### config.mk
export PLATFORM = sky130hd
export DESIGN_NAME = lsu_mem_port_flat
export DESIGN_NICKNAME = d
export VERILOG_FILES = /design/src/rtl/lsu_pkg.sv /design/src/rtl/lsu_mem_port_if.sv /design/src/rtl/lsu_lane_align.sv /design/src/rtl/lsu_mem_port.sv /design/src/flat_wrapper.sv
export SDC_FILE = /design/constraint.sdc
export NUM_CORES = 1
export LEC_CHECK = 0
export CAP_MARGIN = 20
export CORE_MARGIN = 5
export CORE_UTILIZATION = 49
export CTS_CLUSTER_SIZE = 16
export DETAILED_ROUTE_END_ITERATION = 12
export HOLD_SLACK_MARGIN = 0.03
export PLACE_DENSITY = 0.82
export SYNTH_ARGS = -nofsm -noshare
export SYNTH_HDL_FRONTEND = slang
export SYNTH_HIERARCHICAL = 1
export SYNTH_SLANG_ARGS = --single-unit
### constraint.sdc
create_clock -name clk -period 2 [get_ports clk]
set_input_delay 0.2 -clock clk [delete_from_list [all_inputs] [get_ports clk]]
set_output_delay 0.2 -clock clk [all_outputs]
set_load 0.02 [all_outputs]
### src/rtl/lsu_pkg.sv
// Shared types for the load/store memory port: FSM states,
// access-size codes and a size helper.
package lsu_pkg;

    typedef enum logic [1:0] {
        IDLE   = 2'd0,
        LOAD   = 2'd1,
        RMW_RD = 2'd2,
        WR     = 2'd3
    } lsu_state_e;

    localparam logic [1:0] SZ_B = 2'b00;
    localparam logic [1:0] SZ_H = 2'b01;
    localparam logic [1:0] SZ_W = 2'b10;

    // Encoding 11 behaves as a word access.
    function automatic logic is_word(input logic [1:0] sz);
        return sz[1];
    endfunction

endpackage

### src/rtl/lsu_mem_port_if.sv
// CPU-side request bundle and memory-side bus bundle for lsu_mem_port.
// Modports: master drives the transaction, slave responds.
interface lsu_req_if;
    logic        req;
    logic        we;
    logic [1:0]  size;
    logic        sext;
    logic [31:0] addr;
    logic [31:0] wdata;
    logic        busy;
    logic        done;
    logic [31:0] rdata;
    logic        misalign;

    modport master (
        output req, we, size, sext, addr, wdata,
        input  busy, done, rdata, misalign
    );
    modport slave (
        input  req, we, size, sext, addr, wdata,
        output busy, done, rdata, misalign
    );
endinterface

interface lsu_mem_if;
    logic [31:0] mem_addr;
    logic        mem_we;
    logic [31:0] mem_wdata;
    logic [31:0] mem_rdata;

    modport master (
        output mem_addr, mem_we, mem_wdata,
        input  mem_rdata
    );
    modport slave (
        input  mem_addr, mem_we, mem_wdata,
        output mem_rdata
    );
endinterface

### src/rtl/lsu_lane_align.sv
// Byte/half lane extraction with extension for loads, and lane
// merge into the fetched word for read-modify-write stores.
module lsu_lane_align
    import lsu_pkg::*;
#(
    parameter bit BIG_ENDIAN = 1'b0
) (
    input  logic [31:0] word,
    input  logic [1:0]  offset,
    input  logic [1:0]  size,
    input  logic        sext,
    input  logic [31:0] wdata,
    output logic [31:0] load_data,
    output logic [31:0] store_word
);

    logic [1:0]  b_lane;
    logic        h_lane;
    logic [4:0]  b_sh;
    logic [4:0]  h_sh;
    logic [31:0] b_word;
    logic [31:0] h_word;
    logic [7:0]  b_val;
    logic [15:0] h_val;

    // Big-endian numbering puts lane 0 in the top bits.
    assign b_lane = BIG_ENDIAN ? ~offset : offset;
    assign h_lane = BIG_ENDIAN ? ~offset[1] : offset[1];
    assign b_sh   = {b_lane, 3'b000};
    assign h_sh   = {h_lane, 4'b0000};
    assign b_word = word >> b_sh;
    assign h_word = word >> h_sh;
    assign b_val  = b_word[7:0];
    assign h_val  = h_word[15:0];

    always_comb begin
        load_data  = word;
        store_word = wdata;
        unique case (1'b1)
            (size == SZ_B): begin
                load_data  = {{24{sext & b_val[7]}}, b_val};
                store_word = (word & ~(32'h0000_00FF << b_sh))
                           | ({24'd0, wdata[7:0]} << b_sh);
            end
            (size == SZ_H): begin
                load_data  = {{16{sext & h_val[15]}}, h_val};
                store_word = (word & ~(32'h0000_FFFF << h_sh))
                           | ({16'd0, wdata[15:0]} << h_sh);
            end
            default: ;
        endcase
    end

endmodule

### src/rtl/lsu_mem_port.sv
// Load/store initiator for a word-wide memory without byte enables.
// Define LSU_MISALIGN_TRAP_EN to trap misaligned half/word accesses.
module lsu_mem_port
    import lsu_pkg::*;
#(
    parameter bit BIG_ENDIAN = 1'b0
) (
    input  logic      clk,
    input  logic      rst,
    lsu_req_if.slave  cpu,
    lsu_mem_if.master mem
);

    lsu_state_e  state_q;
    lsu_state_e  state_d;
    logic [31:0] addr_q;
    logic        we_q;
    logic [1:0]  size_q;
    logic        sext_q;
    logic [31:0] wdata_q;
    logic [31:0] rdata_q;
    logic [31:0] mem_wdata_q;
    logic        done_q;
    logic        mis_q;
    logic        mis_req;
    logic [31:0] load_data;
    logic [31:0] store_word;

`ifdef LSU_MISALIGN_TRAP_EN
    assign mis_req = ((cpu.size == SZ_H) & cpu.addr[0])
                   | (is_word(cpu.size) & (|cpu.addr[1:0]));
`else
    assign mis_req = 1'b0;
`endif

    lsu_lane_align #(
        .BIG_ENDIAN(BIG_ENDIAN)
    ) u_align (
        .word      (mem.mem_rdata),
        .offset    (addr_q[1:0]),
        .size      (size_q),
        .sext      (sext_q),
        .wdata     (wdata_q),
        .load_data (load_data),
        .store_word(store_word)
    );

    always_ff @(posedge clk or negedge rst) begin
        if (!rst) state_q <= IDLE;
        else      state_q <= state_d;
    end

    always_comb begin
        state_d    = state_q;
        cpu.busy   = (state_q != IDLE);
        mem.mem_we = 1'b0;
        unique case (state_q)
            IDLE: begin
                if (cpu.req && !mis_req) begin
                    if (!cpu.we)                 state_d = LOAD;
                    else if (is_word(cpu.size))  state_d = WR;
                    else                         state_d = RMW_RD;
                end
            end
            LOAD:   state_d = IDLE;
            RMW_RD: state_d = WR;
            WR: begin
                mem.mem_we = 1'b1;
                state_d    = IDLE;
            end
        endcase
    end

    always_ff @(posedge clk or negedge rst) begin
        if (!rst) begin
            addr_q      <= '0;
            we_q        <= 1'b0;
            size_q      <= '0;
            sext_q      <= 1'b0;
            wdata_q     <= '0;
            rdata_q     <= '0;
            mem_wdata_q <= '0;
            done_q      <= 1'b0;
            mis_q       <= 1'b0;
        end else begin
            done_q <= 1'b0;
            mis_q  <= 1'b0;
            unique case (state_q)
                IDLE: begin
                    if (cpu.req) begin
                        addr_q      <= cpu.addr;
                        we_q        <= cpu.we;
                        size_q      <= cpu.size;
                        sext_q      <= cpu.sext;
                        wdata_q     <= cpu.wdata;
                        mem_wdata_q <= cpu.wdata;
                        done_q      <= mis_req;
                        mis_q       <= mis_req;
                    end
                end
                LOAD: begin
                    rdata_q <= load_data;
                    done_q  <= 1'b1;
                end
                RMW_RD: mem_wdata_q <= store_word;
                WR:     done_q      <= 1'b1;
            endcase
        end
    end

    assign cpu.done      = done_q;
    assign cpu.misalign  = mis_q;
    assign cpu.rdata     = rdata_q;
    assign mem.mem_addr  = {addr_q[31:2], 2'b00};
    assign mem.mem_wdata = mem_wdata_q;

    // we_q is latched for completeness of the request record.
    logic unused_ok;
    assign unused_ok = we_q;

endmodule

### src/flat_wrapper.sv
// flat-port wrapper written by rule: the top's interface ports become plain ports
module lsu_mem_port_flat import lsu_pkg::*;
#(
    parameter bit BIG_ENDIAN = 1'b0
)
  (clk, rst, cpu_req, cpu_we, cpu_size, cpu_sext, cpu_addr, cpu_wdata, cpu_busy, cpu_done, cpu_rdata, cpu_misalign, mem_mem_addr, mem_mem_we, mem_mem_wdata, mem_mem_rdata);
  lsu_req_if cpu_i ();
  lsu_mem_if mem_i ();
  input  logic clk;
  input  logic rst;
  input wire logic [$bits(cpu_i.req)-1:0] cpu_req;
  input wire logic [$bits(cpu_i.we)-1:0] cpu_we;
  input wire logic [$bits(cpu_i.size)-1:0] cpu_size;
  input wire logic [$bits(cpu_i.sext)-1:0] cpu_sext;
  input wire logic [$bits(cpu_i.addr)-1:0] cpu_addr;
  input wire logic [$bits(cpu_i.wdata)-1:0] cpu_wdata;
  output wire logic [$bits(cpu_i.busy)-1:0] cpu_busy;
  output wire logic [$bits(cpu_i.done)-1:0] cpu_done;
  output wire logic [$bits(cpu_i.rdata)-1:0] cpu_rdata;
  output wire logic [$bits(cpu_i.misalign)-1:0] cpu_misalign;
  output wire logic [$bits(mem_i.mem_addr)-1:0] mem_mem_addr;
  output wire logic [$bits(mem_i.mem_we)-1:0] mem_mem_we;
  output wire logic [$bits(mem_i.mem_wdata)-1:0] mem_mem_wdata;
  input wire logic [$bits(mem_i.mem_rdata)-1:0] mem_mem_rdata;
  assign cpu_i.req = cpu_req;
  assign cpu_i.we = cpu_we;
  assign cpu_i.size = cpu_size;
  assign cpu_i.sext = cpu_sext;
  assign cpu_i.addr = cpu_addr;
  assign cpu_i.wdata = cpu_wdata;
  assign cpu_busy = cpu_i.busy;
  assign cpu_done = cpu_i.done;
  assign cpu_rdata = cpu_i.rdata;
  assign cpu_misalign = cpu_i.misalign;
  assign mem_mem_addr = mem_i.mem_addr;
  assign mem_mem_we = mem_i.mem_we;
  assign mem_mem_wdata = mem_i.mem_wdata;
  assign mem_i.mem_rdata = mem_mem_rdata;
  lsu_mem_port #(.BIG_ENDIAN(BIG_ENDIAN)) u_core (.clk(clk), .rst(rst), .cpu(cpu_i), .mem(mem_i));
endmodule
## Word level (Yosys, flattened, before mapping)

Index checks and enable logic that the tools add are counted.

- Eq/ne operators: 5
- Shift-type cells: 6
- Muxes and demuxes: 10
- Bitwise operators: 8
- Reductions and logical operators: 7

Operators by type and width:

| operator | number |
|---|---|
| $pmux W32 S2 | 3 |
| $and A32 B32 Y32 | 2 |
| $not A32 Y32 | 2 |
| $or A32 B32 Y32 | 2 |
| $mux W32 | 1 |
| $shl A16 B5 Y32 | 1 |
| $shl A16 B5 Y32 const A | 1 |
| $shl A8 B5 Y32 | 1 |
| $shl A8 B5 Y32 const A | 1 |
| $shr A32 B5 Y16 | 1 |
| $shr A32 B5 Y8 | 1 |
| $pmux W2 S3 | 1 |
| $eq A2 B1 Y1 const B | 2 |
| $eq A2 B2 Y1 const B | 2 |
| $logic_not A2 Y1 | 2 |
| $mux W2 | 2 |
| $reduce_and A2 Y1 | 2 |
| $reduce_bool A2 Y1 | 2 |
| $mux W1 | 3 |
| $and A1 B1 Y1 | 2 |
| $ne A2 B2 Y1 const B | 1 |
| $reduce_or A2 Y1 | 1 |

- Register bits after elaboration: 134
- Input bits: 103
- Output and inout port bits: 100
- Logic and storage cells: 44

## Depth between registers and ports, before layout

Gate-level depths: netlist (run 1).

- Word-level depth: 6
- Gate-level depth with buffers: 7
- Mapped depth without buffers: 5

## Modules after synthesis

The synthesis (run 1) kept the hierarchy.

By module, submodules not included:

| module | times used | cells each | area each (um^2) |
|---|---|---|---|
| lsu_mem_port | 1 | 401 | 5595.4 |
| lsu_lane_align | 1 | 244 | 1602.8 |

## Worst setup path after synthesis (run 1)

No wires, ideal clock.

- Kind: register to register
- Start point: reg u_core.size_q[0]
- End point: reg u_core.rdata_q[5] (netlist: u_core/cpu.rdata[5])
- Setup time: 0.125 ns
- Arrival: 1.600 ns
- Slack: 0.274 ns
- Cell stages (with the launch flop): 6
- Period minus slack after synthesis: 1.726 ns
- Cell sequence: dfrtp_1 -> nand2b_1 -> a21o_1 -> buf_2 -> a221o_1 -> mux2_4

- Word-level cells in the longest chain between the ends: 2
- Elaborated cells on any way between the ends: 3

Ends and longest elaborated chain:

| element | line | text |
|---|---|---|
| start: declaration | lsu_mem_port.sv:18 | `logic [1:0] size_q;` |
| start signal: assignment | lsu_mem_port.sv:93 | `size_q <= cpu.size;` |
| $eq A2 B1 Y1 or $logic_not A2 Y1 (tied branches) | lsu_lane_align.sv:45, lsu_lane_align.sv:40 |  |
| $pmux W32 S2 * | lsu_lane_align.sv:39 | `unique case (1'b1)` |
| named net u_core.load_data[5] | lsu_mem_port.sv:26 | `logic [31:0] load_data;` |
| end signal: assignment | lsu_mem_port.sv:102 | `rdata_q <= load_data;` |
| end: declaration | lsu_mem_port.sv:21 | `logic [31:0] rdata_q;` |

The timed path passes the listed nets; every way through them passes the cells marked *.
A chain may end at the register's enable or synchronous reset.

## Worst setup path in the final report (run 1)

- Start point: reg u_core.addr_q[1]
- End point: reg u_core.mem_wdata_q[0] (netlist: u_core/mem.mem_wdata[0])

- Word-level cells in the longest chain between the ends: 6
- Elaborated cells on any way between the ends: 12

Ends and longest elaborated chain:

| element | line | text |
|---|---|---|
| start: declaration | lsu_mem_port.sv:16 | `logic [31:0] addr_q;` |
| start signal: assignment | lsu_mem_port.sv:91 | `addr_q <= cpu.addr;` |
| $shl A16 B5 Y32 or $shl A8 B5 Y32 (tied branches) | lsu_lane_align.sv:47, lsu_lane_align.sv:42 |  |
| $not A32 Y32, on equally long branches | lsu_lane_align.sv:47, lsu_lane_align.sv:42 |  |
| $and A32 B32 Y32, on equally long branches | lsu_lane_align.sv:47, lsu_lane_align.sv:42 |  |
| $or A32 B32 Y32, on equally long branches | lsu_lane_align.sv:48, lsu_lane_align.sv:43 |  |
| $pmux W32 S2 * | lsu_lane_align.sv:39 |  |
| named net u_core.store_word[0] | lsu_mem_port.sv:27 | `logic [31:0] store_word;` |
| $pmux W32 S2 * | lsu_mem_port.sv:88 | `unique case (state_q)` |
| end signal: assignment | lsu_mem_port.sv:96 | `mem_wdata_q <= cpu.wdata;` |
| end signal: assignment | lsu_mem_port.sv:105 | `RMW_RD: mem_wdata_q <= store_word;` |
| end: declaration | lsu_mem_port.sv:22 | `logic [31:0] mem_wdata_q;` |

Marked as above.

==> metrics.log, run 1 <==
[metrics] arrival time of data at the critical path endpoint: 2170 ps
[metrics] Total Wirelength: 22.3 mm
[metrics] leading cell types in the layout, fill and taps excluded: clkdlybuf4s50_1, dfrtp_1, mux2_2, a22oi_1, nand2_1
[metrics] Sink Count: 134
[metrics] total count of hold-check failures in the final report: 0
[metrics] H-Tree Depth: 4
[metrics] power density over the cells: 1850 nW/um^2
[metrics] remaining global-route overflow: 0
[metrics] max-cap viol count: 0
[metrics] Tmin final: 1870 ps
[metrics] Root Driver: clkbuf_16
[metrics] Syn Area/Cell: 11.2 sq um
[metrics] Final HPWL DP: 16.4 mm
[metrics] static leakage power: 0.00412 uW
[metrics] peak supply drop: 0.00128 V
[metrics] Iter 0 DRT Violations: 600
[metrics] startpoint kind of the worst setup timing path: register
[metrics] Min Hold Slack: 155 ps
[metrics] clock tree from TritonCTS: done
[metrics] num ports: 203
[metrics] most common library cell in the layout ignoring fill and taps: clkdlybuf4s50_1
[metrics] part of the Yosys area used for sequential elements: 46.6%
[metrics] Residual DRC: 0
[metrics] class of the tightest hold or removal check: in -> async
[metrics] Post-Syn Instances: 645
[metrics] Total Die Area: 17200 sq um
[metrics] kind of critical path: reg -> reg
[metrics] post-synthesis sequential element count: 134
[metrics] setup ws final: 127 ps
[metrics] Routed wire per std cell: 22.0 um
[metrics] chain of cells forming the critical path: inv_2 > a21o_1 > mux2_2 > a22oi_1 > nand2_1
[metrics] achievable frequency: 534 MHz
[metrics] number of nets with antenna violations after routing: 0
[metrics] relative area change from synthesis to final layout: 35.9%
[metrics] Netlist Area Pre-Place: 7200 sq um
[metrics] layout cells sized above 1: 23.0%
[metrics] final weighted congestion in routability-driven placement: 0.953
[metrics] final count of negative-setup-slack endpoints: 0
[metrics] routed via count divided by cell count: 5.92
[metrics] pin count of the biggest net entering global routing: 76
[metrics] required time at the endpoint of the critical path: 2300 ps
[metrics] post-synth top area cell: dfrtp_1
[metrics] max-slew violation total from the final report: 0
[metrics] Fillers: 1106
[metrics] area share of the leading cell type in the synthesized netlist: 46.6%
[metrics] Core Area: 14500 sq um
[metrics] stage delay of the slowest cell on the critical path: 500 ps
[metrics] overall via count from detail_route: 5988
[metrics] via count of the first global-routing pass: 6287
[metrics] final setup TNS: 0 ps
[metrics] Max clock buf depth: 2
[metrics] Period Utilization, post-route: 93.6%
[metrics] CP max stage cell: dfrtp_2
[metrics] number of antenna diodes: 0
[metrics] filler-free cell count of the finished design: 1011
[metrics] initial antenna violation count: 0
[metrics] PortBufs: 199
[metrics] Die Wd: 131 um
[metrics] Max transition margin: 58.5%
[metrics] total buffers and inverters traversed by the critical path: 1
[metrics] first-pass GRT wire length: 35.3 mm
[metrics] count of buffers added by post-CTS timing repair for setup: 0
[metrics] status: completed
[metrics] iteration count of the initial detailed-routing pass: 5
[metrics] overall fraction of global-route tracks in use: 25.7%
[metrics] count of yosys warnings during synthesis: 6
[metrics] number of distinct standard cells referenced by the synthesized netlist: 38
[metrics] main area contributors after synthesis: dfrtp_1, mux2_2, a22oi_1, buf_4, a21oi_1
[metrics] kind of cell adding the most delay to the critical path: compound AO/OA/AOI/OAI gates
[metrics] number of nets in the layout: 919
[metrics] Clock Pin Slew Worst Setup and Hold Paths: 60 ps
[metrics] unrepaired setup endpoints after global routing: false
[metrics] number of core rows: 44
[metrics] initial core utilization: 49.7%
[metrics] DP Worst Slack: 86.6 ps
[metrics] number of cells after detailed placement: 980
[metrics] slew at the pin closest to its max-slew limit: 619 ps
[metrics] overall power: 18100 uW
[metrics] insertion delay of the later-clocked pin in the worst-skew pair: 420 ps
[metrics] die boundary height: 131 um
[metrics] Final Skew: 8.02 ps
[metrics] Num CTS Buffers: 17
[metrics] largest driver fanout on the critical path: 15
[metrics] endpoint kind of the worst setup timing path: register
[synthesized netlist by cell type]
master and number:
nand2_1 55, and3b_1 2, and2_1 4, o211ai_1 7, and3_1 8, nor3b_2 1, buf_6 14, o21ai_0 9
inv_1 3, a2bb2oi_2 1, mux2_4 2, clkbuf_1 18, a21boi_0 8, inv_2 1, buf_2 19, mux2i_1 22
mux2_2 106, o221ai_1 14, a21o_1 1, dfrtp_1 134, a221oi_1 2, a21oi_1 44, nor3_1 1, a221o_1 7
buf_1 2, or3b_1 1, nand2b_1 13, or2_2 2, nor2_1 11, o21ba_2 1, a22oi_1 73, nor2b_1 13
o31a_1 8, clkbuf_2 1, o32ai_1 2, conb_1 1, clkinv_1 1, buf_4 33
[logic make-up (layout without fill, tap and decap cells)]
logic type / count (synthesis) / in the layout / synth area share [%]
other cells: 1 / 3 / 0.0521
flops: 134 / 134 / 46.6
buf+inv: 92 / 272 / 8.33
simple gates: 111 / 111 / 7.53
compound gates: 177 / 177 / 17.5
mux: 130 / 130 / 20.1
[stage by stage]
stage	util [%]	area, sq um
after floorplan	-	7210
final	67.6	9790
after CTS	67.5	9780
after global placement	63.5	9200
after detailed placement	63.5	9200
after global routing	67.6	9790
[final timing paths]
kind / startpoint / to / slack, ps / depth (start not counted)
hold reg to reg: u_core/wdata_q[18] / u_core/wdata_q[18] / 500 / 1
hold / removal: rst / u_core/addr_q[9] / 150 / 2
max in group asynchronous: rst / u_core/state_q[1] / 1220 / 3
setup / recovery: u_core/addr_q[1] / u_core/mem.mem_wdata[0] / 130 / 5
setup reg to reg: u_core/addr_q[1] / u_core/mem.mem_wdata[0] / 130 / 5
min in group clk: cpu_addr[11] / u_core/addr_q[11] / 390 / 2
[routing by layer]
| metal | vias to the layer above | share of wire [%] | wire [um] | track usage, % |
|---|---|---|---|---|
| met4 | 0 | 2.4 | 540 | 8.66 |
| met2 | 320 | 47 | 10500 | 40.5 |
| met3 | 35 | 9.7 | 2170 | 8.87 |
| met5 | - | 0 | 0 | 0 |
| met1 | 2958 | 41 | 9040 | 33.1 |
| li1 | 2675 | - | - | - |
[sequential cells by signal, summed over array words and instances (netlist names)]
| register | count |
|---|---|
| u_core/addr_q | 32 |
| u_core/cpu.done | 1 |
| u_core/cpu.rdata | 32 |
| u_core/mem.mem_wdata | 32 |
| u_core/sext_q | 1 |
| u_core/size_q | 2 |
| u_core/state_q | 2 |
| u_core/wdata_q | 32 |
[layout make-up]
cell class              count  area, sq um  share of cell area [%]
clock buffers              18          439                    4.49
clock inverters            12          131                    1.34
inverters                   5         18.8                   0.192
multi-input cells         421         3270                    33.4
flip-flops and latches    134         3360                    34.3
well taps                 184          230                    2.35
repair buffers            237         2340                    23.9
[power by group]
| group | switching, uW | internal, uW |
|---|---|---|
| registers | 1140 | 4110 |
| logic | 4980 | 4860 |
| clock network | 1190 | 1850 |
| total | 7300 | 10800 |
[timing repair]
| item | in CTS | in global routing |
|---|---|---|
| hold buffers | 1 | 0 |
| endpoints found under the setup margin | 1 | 17 |
| hold endpoints to repair | 134 | 0 |
| gates resized for setup | 1 | 5 |
Power figures use the tool's default switching activity.
==> inputs of run 2 (changes only) <==
- SKIP_CTS_REPAIR_TIMING: unset -> 1
==> metrics.log, run 2 (same netlist as run 1, synthesis figures left out) <==
[metrics] class of the tightest hold or removal check: in -> async
[metrics] PortBufs: 199
[metrics] clock power share: 16.7%
[metrics] final weighted congestion in routability-driven placement: 0.953
[metrics] Routed wire per std cell: 22.0 um
[metrics] achievable frequency: 536 MHz
[metrics] Die Wd: 131 um
[metrics] total count of hold-check failures in the final report: 0
[metrics] Max clock buf depth: 2
[metrics] Residual DRC: 0
[metrics] die boundary height: 131 um
[metrics] number of core rows: 44
[metrics] leading cell types in the layout, fill and taps excluded: clkdlybuf4s50_1, dfrtp_1, mux2_2, a22oi_1, nand2_1
[metrics] Period Utilization, post-route: 93.3%
[metrics] layout cells sized above 1: 23.0%
[metrics] overall fraction of global-route tracks in use: 25.6%
[metrics] Finished Cell Area: 9790 sq um
[metrics] status: completed
[metrics] overall via count from detail_route: 5969
[metrics] iteration count of the initial detailed-routing pass: 5
[metrics] num ports: 203
[metrics] Final HPWL DP: 16.4 mm
[metrics] Fillers: 1105
[metrics] initial antenna violation count: 0
[metrics] end-of-flow core utilization: 67.6%
[metrics] Core Area: 14500 sq um
[metrics] slew at the pin closest to its max-slew limit: 620 ps
[metrics] arrival time of data at the critical path endpoint: 2170 ps
[metrics] insertion delay of the later-clocked pin in the worst-skew pair: 420 ps
[metrics] Num CTS Buffers: 17
[metrics] clock tree from TritonCTS: done
[metrics] Tmin final: 1870 ps
[metrics] H-Tree Depth: 4
[metrics] pin count of the biggest net entering global routing: 76
[metrics] Root Driver: clkbuf_16
[metrics] required time at the endpoint of the critical path: 2300 ps
[metrics] initial core utilization: 49.7%
[metrics] startpoint kind of the worst setup timing path: register
[metrics] area taken by flip-flops and latches: 3360 sq um
[metrics] power share of the sequential group: 29.0%
[metrics] number of antenna diodes: 0
[metrics] final count of negative-setup-slack endpoints: 0
[metrics] static leakage power: 0.00413 uW
[metrics] Clock Pin Slew Worst Setup and Hold Paths: 60 ps
[metrics] most common library cell in the layout ignoring fill and taps: clkdlybuf4s50_1
[metrics] Final Skew: 7.81 ps
[metrics] Sink Count: 134
[metrics] power density over the cells: 1850 nW/um^2
[metrics] routed via count divided by cell count: 5.90
[metrics] kind of critical path: reg -> reg
[metrics] unrepaired setup endpoints after global routing: false
[metrics] DP Worst Slack: 86.6 ps
[metrics] Total Die Area: 17200 sq um
[metrics] Max transition margin: 58.5%
[metrics] setup ws final: 134 ps
[metrics] largest driver fanout on the critical path: 15
[metrics] Total Wirelength: 22.3 mm
[metrics] relative area change from synthesis to final layout: 36.0%
[metrics] first-pass GRT wire length: 35.3 mm
[metrics] max-cap viol count: 0
[metrics] Iter 0 DRT Violations: 600
[metrics] remaining global-route overflow: 0
[metrics] number of nets with antenna violations after routing: 0
[metrics] worst r2r path cells: 5
[metrics] footprint of the multi-input gates: 3270 sq um
[metrics] Internal Power: 10800 uW
[metrics] fraction of power spent switching nets: 40.2%
[metrics] peak supply drop: 0.00128 V
[metrics] net switching component of the power: 7290 uW
[metrics] final setup TNS: 0 ps
[metrics] endpoint kind of the worst setup timing path: register
[metrics] CP startpoint: u_core/addr_q[1]
[metrics] max-slew violation total from the final report: 0
[metrics] placed instance area: 9200 sq um
[metrics] number of nets in the layout: 919
[metrics] combinational cell fraction of total power: 54.3%
[metrics] via count of the first global-routing pass: 6282
[metrics] Worst R2R Start: u_core/addr_q[1]
[metrics] Min Hold Slack: 155 ps
-- run 2: changes by cell type in the layout (fill, tap and decap cells not counted) --
cell / previous run / this run
dlymetal6s2s_1: 0 / 1
dlygate4sd2_1: 1 / 0
-- run 2: path summary, 6_finish.rpt --
check	end	slack (ps)
worst min register to register	u_core/wdata_q[18]	500
worst max register to register	u_core/mem.mem_wdata[0]	130
max in group asynchronous	u_core/state_q[1]	1220
worst min-delay path	u_core/addr_q[9]	150
worst max-delay path	u_core/mem.mem_wdata[0]	130
min in group clk	u_core/addr_q[11]	390
-- run 2: per-stage QoR --
step	instances	power, uW
detailed placement	980	15000
CTS	1010	18100
global route	1011	19100
floorplan	647	11700
global placement	980	14700
finish	1011	18100
-- run 2: power groups by stage --
stage	Combinational, uW	Clock (uW)	Sequential (uW)
6_report	9840	3030	5250
5_1_grt	10500	3200	5430
3_5_place_dp	9720	0	5260
4_1_cts	9800	3080	5240
2_1_floorplan	6030	0	5640
3_3_place_gp	9500	0	5170
-- run 2: cell type report --
type	instances	area share (%)
clock buffer	18	4.49
timing repair buffer	237	23.9
clock inverter	12	1.34
multi-input combinational	421	33.4
tap	184	2.35
inverter	5	0.192
sequential	134	34.3
-- run 2: worst max-delay path, stage by stage, from the launching register on --
cell and delay [ps]:
dfrtp_2 500, inv_2 100, a21o_1 480, mux2_2 420, a22oi_1 170, nand2_1 80
-- run 2: metal layers --
layer	global-route usage, %	routed length (um)	up-vias
li1	-	-	2675
met1	33.0	9040	2933
met2	40.5	10500	325
met3	8.87	2140	36
met4	8.66	588	0
met5	0	0	-
